## src/rtl/reg_file_dump_if.sv

```systemverilog
// Beat stream carrying one register value with its index and a last-of-range flag.
// Valid/ready handshake: a beat moves when out_valid and out_ready are both high at a rising edge.
interface reg_file_dump_if #(
  parameter int XLEN = 32,
  parameter int IW   = 5
);
  logic            out_valid;
  logic            out_ready;
  logic [XLEN-1:0] out_data;
  logic [IW-1:0]   out_idx;
  logic            out_last;

  modport master (
    output out_valid,
    output out_data,
    output out_idx,
    output out_last,
    input  out_ready
  );

  modport slave (
    input  out_valid,
    input  out_data,
    input  out_idx,
    input  out_last,
    output out_ready
  );
endinterface

```

## src/rtl/reg_file_dump.sv

```systemverilog
// Walks a register range through one register-file read port and streams each value as a beat.
// 2 cycles per beat (READ then SEND); stalls in SEND with all outputs held while out_ready is low.
module reg_file_dump #(
  parameter  int NUM_REGS = 32,
  parameter  int XLEN     = 32,
  localparam int IW       = $clog2(NUM_REGS)
) (
  input  logic            clk,
  input  logic            rst_n,
  input  logic            start_i,
  input  logic [IW-1:0]   first_reg_i,
  input  logic [IW-1:0]   last_reg_i,
  output logic            busy_o,
  output logic            done_o,
  output logic [IW-1:0]   rd_reg_o,
  input  logic [XLEN-1:0] rd_data_i,
  reg_file_dump_if.master beat_if
);

  typedef enum logic [1:0] {IDLE, READ, SEND} state_t;

  state_t          state_q, state_d;
  logic [IW-1:0]   rd_reg_q, rd_reg_d;   // doubles as the walk index
  logic [IW-1:0]   end_q, end_d;
  logic [XLEN-1:0] data_q, data_d;
  logic [IW-1:0]   oidx_q, oidx_d;
  logic            last_q, last_d;
  logic            valid_q, valid_d;
  logic            done_q, done_d;

  always_ff @(posedge clk or negedge rst_n) begin
    if (!rst_n) begin
      state_q  <= IDLE;
      rd_reg_q <= '0;
      end_q    <= '0;
      data_q   <= '0;
      oidx_q   <= '0;
      last_q   <= 1'b0;
      valid_q  <= 1'b0;
      done_q   <= 1'b0;
    end else begin
      state_q  <= state_d;
      rd_reg_q <= rd_reg_d;
      end_q    <= end_d;
      data_q   <= data_d;
      oidx_q   <= oidx_d;
      last_q   <= last_d;
      valid_q  <= valid_d;
      done_q   <= done_d;
    end
  end

  always_comb begin
    state_d  = state_q;
    rd_reg_d = rd_reg_q;
    end_d    = end_q;
    data_d   = data_q;
    oidx_d   = oidx_q;
    last_d   = last_q;
    valid_d  = valid_q;
    done_d   = 1'b0;
    case (state_q)
      IDLE: begin
        if (start_i) begin
          if (first_reg_i <= last_reg_i) begin
            rd_reg_d = first_reg_i;
            end_d    = last_reg_i;
            state_d  = READ;
          end else begin
            done_d = 1'b1;
          end
        end
      end
      READ: begin
        // rd_data reflects the pre-edge contents, so a same-cycle write is not captured.
        data_d  = rd_data_i;
        oidx_d  = rd_reg_q;
        last_d  = (rd_reg_q == end_q);
        valid_d = 1'b1;
        state_d = SEND;
      end
      SEND: begin
        if (beat_if.out_ready) begin
          valid_d = 1'b0;
          if (last_q) begin
            done_d  = 1'b1;
            state_d = IDLE;
          end else begin
            rd_reg_d = rd_reg_q + 1'b1;
            state_d  = READ;
          end
        end
      end
      default: state_d = IDLE;
    endcase
  end

  assign busy_o            = (state_q != IDLE);
  assign done_o            = done_q;
  assign rd_reg_o          = rd_reg_q;
  assign beat_if.out_valid = valid_q;
  assign beat_if.out_data  = data_q;
  assign beat_if.out_idx   = oidx_q;
  assign beat_if.out_last  = last_q;

endmodule

```

## src/flat_wrapper.sv

```systemverilog
// flat-port wrapper written by rule: the top's interface ports become plain ports
module reg_file_dump_flat 
#(
  parameter  int NUM_REGS = 32,
  parameter  int XLEN     = 32,
  localparam int IW       = $clog2(NUM_REGS)
)
  (clk, rst_n, start_i, first_reg_i, last_reg_i, busy_o, done_o, rd_reg_o, rd_data_i, beat_if_out_valid, beat_if_out_data, beat_if_out_idx, beat_if_out_last, beat_if_out_ready);
  reg_file_dump_if #(.XLEN(XLEN)) beat_if_i ();
  input  logic clk;
  input  logic rst_n;
  input  logic start_i;
  input  logic [IW-1:0] first_reg_i;
  input  logic [IW-1:0] last_reg_i;
  output logic busy_o;
  output logic done_o;
  output logic [IW-1:0] rd_reg_o;
  input  logic [XLEN-1:0] rd_data_i;
  output wire logic [$bits(beat_if_i.out_valid)-1:0] beat_if_out_valid;
  output wire logic [$bits(beat_if_i.out_data)-1:0] beat_if_out_data;
  output wire logic [$bits(beat_if_i.out_idx)-1:0] beat_if_out_idx;
  output wire logic [$bits(beat_if_i.out_last)-1:0] beat_if_out_last;
  input wire logic [$bits(beat_if_i.out_ready)-1:0] beat_if_out_ready;
  assign beat_if_out_valid = beat_if_i.out_valid;
  assign beat_if_out_data = beat_if_i.out_data;
  assign beat_if_out_idx = beat_if_i.out_idx;
  assign beat_if_out_last = beat_if_i.out_last;
  assign beat_if_i.out_ready = beat_if_out_ready;
  reg_file_dump #(.NUM_REGS(NUM_REGS), .XLEN(XLEN)) u_core (.clk(clk), .rst_n(rst_n), .start_i(start_i), .first_reg_i(first_reg_i), .last_reg_i(last_reg_i), .busy_o(busy_o), .done_o(done_o), .rd_reg_o(rd_reg_o), .rd_data_i(rd_data_i), .beat_if(beat_if_i));
endmodule
```

## config.mk

```make
export PLATFORM = sky130hd
export DESIGN_NAME = reg_file_dump_flat
export DESIGN_NICKNAME = d
export VERILOG_FILES = /design/src/rtl/reg_file_dump_if.sv /design/src/rtl/reg_file_dump.sv /design/src/flat_wrapper.sv
export SDC_FILE = /design/constraint.sdc
export NUM_CORES = 1
export LEC_CHECK = 0
export ABC_AREA = 0
export CORE_AREA = 3 3 74 76
export CTS_BUF_LIST = sky130_fd_sc_hd__clkbuf_8
export CTS_CLUSTER_DIAMETER = 40
export CTS_CLUSTER_SIZE = 25
export DETAILED_ROUTE_END_ITERATION = 10
export DIE_AREA = 0 0 77 79
export MAX_ROUTING_LAYER = met4
export PLACE_DENSITY = 0.89
export SYNTH_ARGS = -nofsm -noshare
export SYNTH_HDL_FRONTEND = slang
export SYNTH_SLANG_ARGS = --single-unit
```

## constraint.sdc

```tcl
create_clock -name clk -period 3.47 [get_ports clk]
set_input_delay 0.5205 -clock clk [delete_from_list [all_inputs] [get_ports clk]]
set_output_delay 0.5205 -clock clk [all_outputs]
set_load 0.01 [all_outputs]
```

Word-level counts from Yosys, hierarchy flattened
Cells that the tools add are included.
Widths: inputs -> output; s select.
{"block": "word_totals", "out_inout_bits": 46, "register_bits": 52, "elab_cells": 42}
{"block": "op_classes", "add_sub_neg": 1, "reduce_logical": 8, "eq_ne": 7, "muxes": 17, "order_cmp": 1}
{"operator": "$mux 5", "count": 4}
{"operator": "$pmux 5 s2", "count": 1}
{"operator": "$mux 1", "count": 6}
{"operator": "$mux 2", "count": 3}
{"operator": "$ne 2x2->1 const B", "count": 3}
{"operator": "$pmux 2 s3", "count": 1}
{"operator": "$reduce_and 3->1", "count": 2}
{"operator": "$reduce_bool 2->1", "count": 3}
{"operator": "$add 5x1->5 const B", "count": 1}
{"operator": "$eq 5x5->1", "count": 1}
{"operator": "$le 5x5->1", "count": 1}
{"operator": "$reduce_and 5->1", "count": 1}
{"operator": "$pmux 1 s2", "count": 2}
{"operator": "$eq 2x1->1 const B", "count": 1}
{"operator": "$eq 2x2->1 const B", "count": 1}
{"operator": "$logic_not 2->1", "count": 1}
{"operator": "$ne 2x1->1 const B", "count": 1}
{"operator": "$reduce_and 2->1", "count": 1}

Depth between registers and ports, before layout
Gate-level depths: netlist (run 1).
{"block": "depth", "ltp_word": 4, "mapped_depth": 8}

Least setup slack after synthesis (run 1)
Ideal clock, no wire load.
{"block": "synth_timing", "path_kind": "input to register", "from": "in last_reg_i[1]", "to": "reg u_core.rd_reg_q[3] (netlist: u_core.rd_reg_o[3])", "path_slack_ns": 1.395, "n_path_buf": 1, "path_stages": 8, "t_arrival_ns": 1.952, "required_time_ns": 3.347, "cell_sequence": "inv_1 ha_1 nand2b_1 a211o_1 a22o_1 buf_6 or2_4 o221a_1"}
{"block": "synth_between", "elab_chain_len": 3}
{"item": "start: declaration", "line": "flat_wrapper.sv:14", "text": "input logic [IW-1:0] last_reg_i;"}
{"item": "$le 5x5->1", "line": "reg_file_dump.sv:65", "text": "if (first_reg_i <= last_reg_i) begin"}
{"item": "$ne 2x1->1 (no source line)"}
{"item": "$reduce_and 5->1 (no source line)"}
{"item": "end signal: assignment", "line": "reg_file_dump.sv:43", "text": "rd_reg_q <= rd_reg_d;"}
{"item": "end: declaration", "line": "reg_file_dump.sv:23", "text": "logic [IW-1:0] rd_reg_q, rd_reg_d;"}
Every way passes these cells.
A chain may end at the register's enable or synchronous reset.

Final worst setup path (run 1)
{"block": "layout_timing", "from": "in last_reg_i[1]", "to": "reg u_core.rd_reg_q[4] (netlist: u_core.rd_reg_o[4])"}
Same word-level chain as after synthesis.

==> metrics.md, run 1 <==
| Metric | Value |
|---|---|
| Vias in the first global route | 1994 |
| Congestion Overflow GR | 0 |
| Core area | 4790 µm² |
| CP Class | in2reg |
| Max Slew Vio Count | 0 |
| Synth warn | 0 |
| Hpwl dp | 4250 µm |
| Area Overhead vs Synth | 44.7% |
| Mapped Cells | 254 |
| Post-synth EDFFs | 0 |
| Netlist cell types | 36 |
| Crit path required time | 3.65 ns |
| Setup tns final | 0 ns |
| Ys flop type | dfrtp_1 |
| Depth of the CTS H-tree | 2 |
| CTS tree | yes |
| Total Nets Final | 393 |
| PwrDens | 862 nW/µm² |
| Minimum clock period | 2.40 ns |
| Pin count of the biggest net entering global routing | 53 |
| Seq/Total Area, Yosys | 56.0% |
| Flops & latches, synth | 52 |
| Flop pwr share | 39.3% |
| Largest stage delay, worst path | 0.48 ns |
| Post-Route Skew | 0.00487 ns |
| PortBufs | 91 |
| Worst skew pair latency | 0.30 ns |
| Post-CTS Setup Inserts | 0 |
| Die X | 77 µm |
| DRC Markers | 0 |
| Hold_buf cts | 0 |
| # setup viols final | 0 |
| Worst hold path type | in2async |
| Peak VDD IR | 0.478 mV |
| Fin crit share | 69.0% |
| Largest cells by area after synthesis | dfrtp_1 (56%), nand2_1 (18%), ha_1 (3.2%), mux2_2 (2.4%), clkbuf_1 (1.6%) |
| Critical Path End Type | flop |
| WL per Instance | 14.2 µm |
| Combinational share of power | 48.3% |
| Leakage | 1.59 nW |
| Initial Util | 48.6% |
| I/O pin cnt | 92 |
| Switch Pwr | 1.07 mW |
| Post-cts resize count | 0 |
| Critical path's slowest cell | clkdlybuf4s50_1 |
| Die area | 6080 µm² |
| Antenna violations before repair | 0 |
| CP max FO | 9 |
| Setup WS pre-CTS | 0.751 ns |
| Fmax | 417 MHz |
| Cell Area, Synth | 2320 µm² |
| Clock share of power | 12.5% |
| Switching Fraction | 36.8% |
| Post-synth top area share | 56.0% |
| Final Hold Fails | 0 |
| Mean Syn Cell Area | 9.15 µm² |
| Via count | 1980 |
| Via density | 4.85 |
| Status | finished, final reports clean |
| CP Cell Sequence | clkdlybuf4s50_1 -> inv_1 -> ha_1 -> nand2b_1 -> a211o_1 -> a22o_1 -> or2_4 -> o221a_1 |
| First-pass GRT wire length | 9360 µm |
| Detailed Route WL | 5770 µm |
| Slew @ Worst Pin | 1.10 ns |
| Max_cap viols | 0 |
| RSZ-0062 raised after global routing | false |
| Max clock buf depth | 2 |
| Int Power | 1.83 mW |
| Setup ws final | 1.07 ns |
| Yosys top cell by area | dfrtp_1 |
| Worst Setup Start Kind | primary input |
| Root buf cell | clkbuf_8 |
| RD Place Congestion | 0.832 |
| Diode count | 0 |
| Clock Pin Slew Worst Setup and Hold Paths | 0.08 ns |
| Critical Path AT | 2.58 ns |
| Worst rel slew slack | 26.7% |
| Share of cells above drive strength 1 | 5.87% |
| Post-synth ARST share | 100% |
| Row cnt | 25 |
| Syn_nets | 306 |
| Clock sink count | 52 |
| GRT Total Usage | 20.2% |
| 1st-iter DRT viols | 144 |
| CTS buffer count | 5 |
| Final ANT Viol Nets | 0 |
| First drt pass iteration count | 4 |
| Die H | 79 µm |
[logic make-up (layout without fill, tap and decap cells)]
group / count (synthesis) / count (layout) / synth area share, %
simple gates: 142 / 142 / 25.8
flops: 52 / 52 / 56.0
compound gates: 23 / 23 / 6.62
buf+inv: 21 / 108 / 4.09
fa+ha+maj: 6 / 6 / 3.23
xor+xnor: 5 / 5 / 1.88
mux: 5 / 5 / 2.42
[critical path, delay by kind of cell]
family	cells	cell delay [ns]
AO/OA/AOI/OAI	3	0.87
adder cells (fa/ha/maj)	1	0.28
buffers and inverters	2	0.53
AND/OR/NAND/NOR	2	0.38
[placed cells by master (no fill, tap or decap), types with 2 or more instances in the layout]
master           netlist  routed
xnor2_1                3       3
nand4_1                2       2
clkdlybuf4s50_1        0      90
o221a_1                3       3
o21ai_0                7       7
inv_1                  8       8
nand2_1              112     112
dfrtp_1               52      52
nand3_1                3       3
nand2b_1               3       3
nor2_1                10      10
clkbuf_8               0       7
a21oi_1                7       7
buf_4                  0       2
ha_1                   6       6
xor2_1                 2       2
mux2_2                 5       5
[cell type report]
class	count	area, µm²
timing repair buffer	93	921
multi-input combinational	181	931
inverter	8	30.0
clock buffer	7	96.3
fill	365	1420
tap	67	83.8
sequential	52	1300
[synth_stat cells, types with 2 or more instances]
cell type	instances
o21ai_0	7
nand2_1	112
ha_1	6
nand4_1	2
inv_1	8
nand2b_1	3
xnor2_1	3
a21oi_1	7
nor2_1	10
o221a_1	3
dfrtp_1	52
mux2_2	5
clkbuf_1	10
nand3_1	3
xor2_1	2
[metrics by stage]
step | area (µm²) | utilization (%) | cells | total power [mW] | hold slack [ns]
finish | 3360 | 70.3 | 408 | 2.90 | 0.424
global route | 3360 | 70.3 | 408 | 3.11 | 0.504
CTS | 3360 | 70.3 | 408 | 2.93 | 0.467
detailed placement | 3270 | 68.3 | 401 | 2.56 | 0.461
global placement | 3270 | 68.3 | 401 | 2.50 | 0.456
floorplan | 2320 | - | 254 | 1.81 | 0.225
[power by group through the flow]
stage | clock, mW | sequential (mW) | combinational (mW)
finish | 0.361 | 1.14 | 1.40
global route | 0.395 | 1.18 | 1.54
CTS | 0.372 | 1.14 | 1.42
detailed placement | 0 | 1.14 | 1.42
global placement | 0 | 1.13 | 1.37
floorplan | 0 | 1.21 | 0.599
[flip-flops by register name, summed over array words and instances (netlist names)]
register,cells
u_core.beat_if.out_data,32
u_core.end_q,5
u_core.beat_if.out_valid,1
u_core.beat_if.out_idx,5
u_core.state_q,2
u_core.beat_if.out_last,1
u_core.done_o,1
u_core.rd_reg_o,5
[worst paths after layout]
check	endpoint	start	slack, ns	cells past startpoint
min reg2reg	u_core.beat_if.out_data[7]	u_core.beat_if.out_data[7]	0.48	2
max	u_core.rd_reg_o[4]	last_reg_i[1]	1.07	8
min in group clk	u_core.beat_if.out_data[7]	u_core.beat_if.out_data[7]	0.48	2
max in group asynchronous	u_core.rd_reg_o[2]	rst_n	2.38	1
min	u_core.beat_if.out_idx[0]	rst_n	0.42	1
max reg2reg	u_core.beat_if.out_idx[4]	u_core.state_q[1]	1.69	3
[metal layers]
metal	track usage (%)	wire [µm]	share of wire, %	vias to the layer above
li1	-	-	-	987
met1	25.1	2490	43	920
met2	32.2	2860	50	64
met3	4.76	313	5.4	9
met4	8.01	106	1.8	0
met5	-	0	0	-
Note: power is estimated with default switching activity, not from simulation.
==> inputs of run 2 (changes only) <==
Settings changed: CORE_AREA 3 3 74 76 to 3 3 76 78, DIE_AREA 0 0 77 79 to 0 0 79 81, PLACE_DENSITY 0.89 to 0.85.
Clock period 3.47 ns to 2.3 ns, I/O delays scaled along.
==> run 2 against run 1 <==
Net effect:
- die area increased by 5.2%
- design area increased by 0.45%
- sequential share of layout area decreased by 0.17 points
- combinational power increased by 51%
- flip-flop and latch count unchanged
- core utilization decreased by 4.5 points
- hold slack got worse by 0.37 ns
- routed wire length decreased by 1.6%
- final cell count increased by 1.7%
- non-clock buffer count increased by 4
- clock power increased by 31%
- via count increased by 1.7%
==> metrics.md, run 2 (same netlist as run 1, synthesis figures left out) <==
| Metric | Value |
|---|---|
| Status | finished, final reports clean |
| 1st-iter DRT viols | 117 (-19%) |
| Worst Setup Start Kind | primary input |
| Pin count of the biggest net entering global routing | 37 (-30%) |
| Row cnt | 26 (+4.0%) |
| Initial Util | 45.2% (-3.3 points) |
| Met1 Usage GRT | 24.0% (-1.1 points) |
| Fillers | 447 (+22%) |
| Congestion Overflow GR | 0 (unchanged) |
| Max_cap viols | 0 (unchanged) |
| Commonest non-fill, non-tap cell in the layout | nand2_1 |
| Peak VDD IR | 0.604 mV (+26%) |
| Placed inst area | 3300 µm² (+1.0%) |
| Depth of the CTS H-tree | 2 (unchanged) |
| CP Class | in2reg |
| Area Overhead vs Synth | 45.3% |
| Most frequent cells in the layout | nand2_1 (112), clkdlybuf4s50_1 (90), dfrtp_1 (52) |
| Fin crit share | 89.8% |
| Die H | 81 µm (+2.5%) |
| Share of cells above drive strength 1 | 6.67% (+0.80 points) |
| Post-cts resize count | 0 (unchanged) |
| Antenna violations before repair | 0 (unchanged) |
| Die area | 6400 µm² (+5.2%) |
| Final ANT Viol Nets | 0 (unchanged) |
| Clock sink count | 52 (unchanged) |
| # setup viols final | 0 (unchanged) |
| Multi-input logic area | 931 µm² (unchanged) |
| Flop pwr share | 39.9% (+0.6 points) |
| Core area | 5140 µm² (+7.4%) |
| Detailed Route WL | 5680 µm (-1.6%) |
| Hpwl dp | 4300 µm (+1.2%) |
| Final instance area | 3380 µm² (+0.45%) |
| Via count | 2013 (+1.7%) |
| RD Place Congestion | 0.898 (+7.9%) |
| Worst rel slew slack | 60.2% (+33 points) |
| Via density | 4.85 (about the same) |
| Post-Route Skew | 0.00689 ns (+0.00202 ns) |
| I/O pin cnt | 92 (unchanged) |
| Post-CTS Setup Inserts | 0 (unchanged) |
| Grt met3 use | 4.21% (-0.55 points) |
| Leakage | 1.61 nW (+0.89%) |
| WHS | 0.0554 ns (-0.368 ns) |
| PortBufs | 91 (unchanged) |
| DRC Markers | 0 (unchanged) |
| Max clock buf depth | 2 (unchanged) |
| Max Slew Vio Count | 0 (unchanged) |
| Minimum clock period | 2.07 ns |
| GRT met2 Usage | 31.1% (-1.1 points) |
| Critical Path AT | 2.24 ns (-0.34 ns) |
| PwrDens | 1270 nW/µm² (+48%) |
| Top Usage Layer GRT | met2 |
| Diode count | 0 (unchanged) |
| First-pass GRT wire length | 9350 µm (-0.15%) |
| Worst skew pair latency | 0.29 ns (about the same) |
| Fmax | 484 MHz |
| Total Nets Final | 397 (+1.0%) |
| WL per Instance | 13.7 µm (-3.2%) |
| Hold_buf cts | 0 (unchanged) |
| Die X | 79 µm (+2.6%) |
| CTS tree | yes |
| Vias in the first global route | 1993 (-0.050%) |
| Int Power | 2.72 mW (+48%) |
| Critical Path End Type | flop |
| Clock share of power | 11.0% (-1.5 points) |
| Combinational share of power | 49.1% (+0.8 points) |
| GRT Total Usage | 19.0% (-1.2 points) |
| Worst hold path type | in2async |
| First drt pass iteration count | 4 (unchanged) |
| CP max FO | 4 (-5) |
| Root buf cell | clkbuf_8 |
| Final Hold Fails | 0 (unchanged) |
| Clock Pin Slew Worst Setup and Hold Paths | 0.09 ns (about the same) |
| Number of flip-flops in the largest register | 32 (unchanged) |
| Switch Pwr | 1.59 mW (+49%) |
| RSZ-0062 raised after global routing | false |
| Register Area | 1300 µm² (unchanged) |
| Slew @ Worst Pin | 0.598 ns (-0.502 ns) |
| Crit path required time | 2.48 ns (-1.17 ns) |
| Switching Fraction | 36.9% (+0.11 points) |
| CTS buffer count | 5 (unchanged) |
## run 2: cell type report
cell class | instances | share of cell area, %
repair buffers | 97 | 28.1
well taps | 70 | 2.59
clock buffers | 5 | 2.04
flip-flops and latches | 52 | 38.5
clock inverters | 2 | 0.259
inverters | 8 | 0.889
multi-input cells | 181 | 27.6
## run 2: path summary, 6_finish.rpt
check                                       startpoint  slack [ns]                     endpoint  cells past startpoint
max in group asynchronous                        rst_n        1.64  u_core.beat_if.out_data[11]                      2
hold / removal                                   rst_n        0.06  u_core.beat_if.out_data[28]                      1
min in group clk           u_core.beat_if.out_data[16]        0.48  u_core.beat_if.out_data[16]                      2
hold reg to reg            u_core.beat_if.out_data[16]        0.48  u_core.beat_if.out_data[16]                      2
setup / recovery                         last_reg_i[1]        0.23           u_core.rd_reg_o[4]                      8
setup reg to reg                     u_core.state_q[1]        0.57              u_core.end_q[3]                      5
## run 2: worst max-delay path: stages
cell             delay, ns
clkdlybuf4s50_1       0.48
inv_1                 0.05
ha_1                  0.28
nand2b_1              0.06
a211o_1               0.31
a22o_1                0.23
or2_4                 0.27
o221a_1               0.22
## run 2: power by group through the flow
stage | clock network, mW | logic, mW | registers [mW]
6_report | 0.473 | 2.12 | 1.72
5_1_grt | 0.523 | 2.35 | 1.78
4_1_cts | 0.491 | 2.16 | 1.72
3_5_place_dp | 0 | 2.15 | 1.73
3_3_place_gp | 0 | 2.08 | 1.70
2_1_floorplan | 0 | 0.904 | 1.83
## run 2: layer usage
layer	routed length (µm)	share of wire (%)
met1	2430	43
met4	53	0.93
met2	2830	50
met3	370	6.5
met5	0	0
## run 2: through the flow
stage	TNS, ns	std cells	setup WS (ns)	utilization, %	power [mW]
after detailed placement	-0.341	408	-0.0730	64.2	3.87
after global routing	0	415	0.163	65.7	4.66
after global placement	-0.0702	408	-0.0205	64.2	3.79
after CTS	0	415	0.240	65.7	4.36
final	0	415	0.234	65.7	4.31
after floorplan	0	254	0.400	-	2.73
==> inputs of run 3 (changes only) <==
Settings changed: CAP_MARGIN from default to 30, SLEW_MARGIN from default to 20.
==> results of run 3 <==
Same layout as run 2: the final DEF is identical, and so are final timing and power.
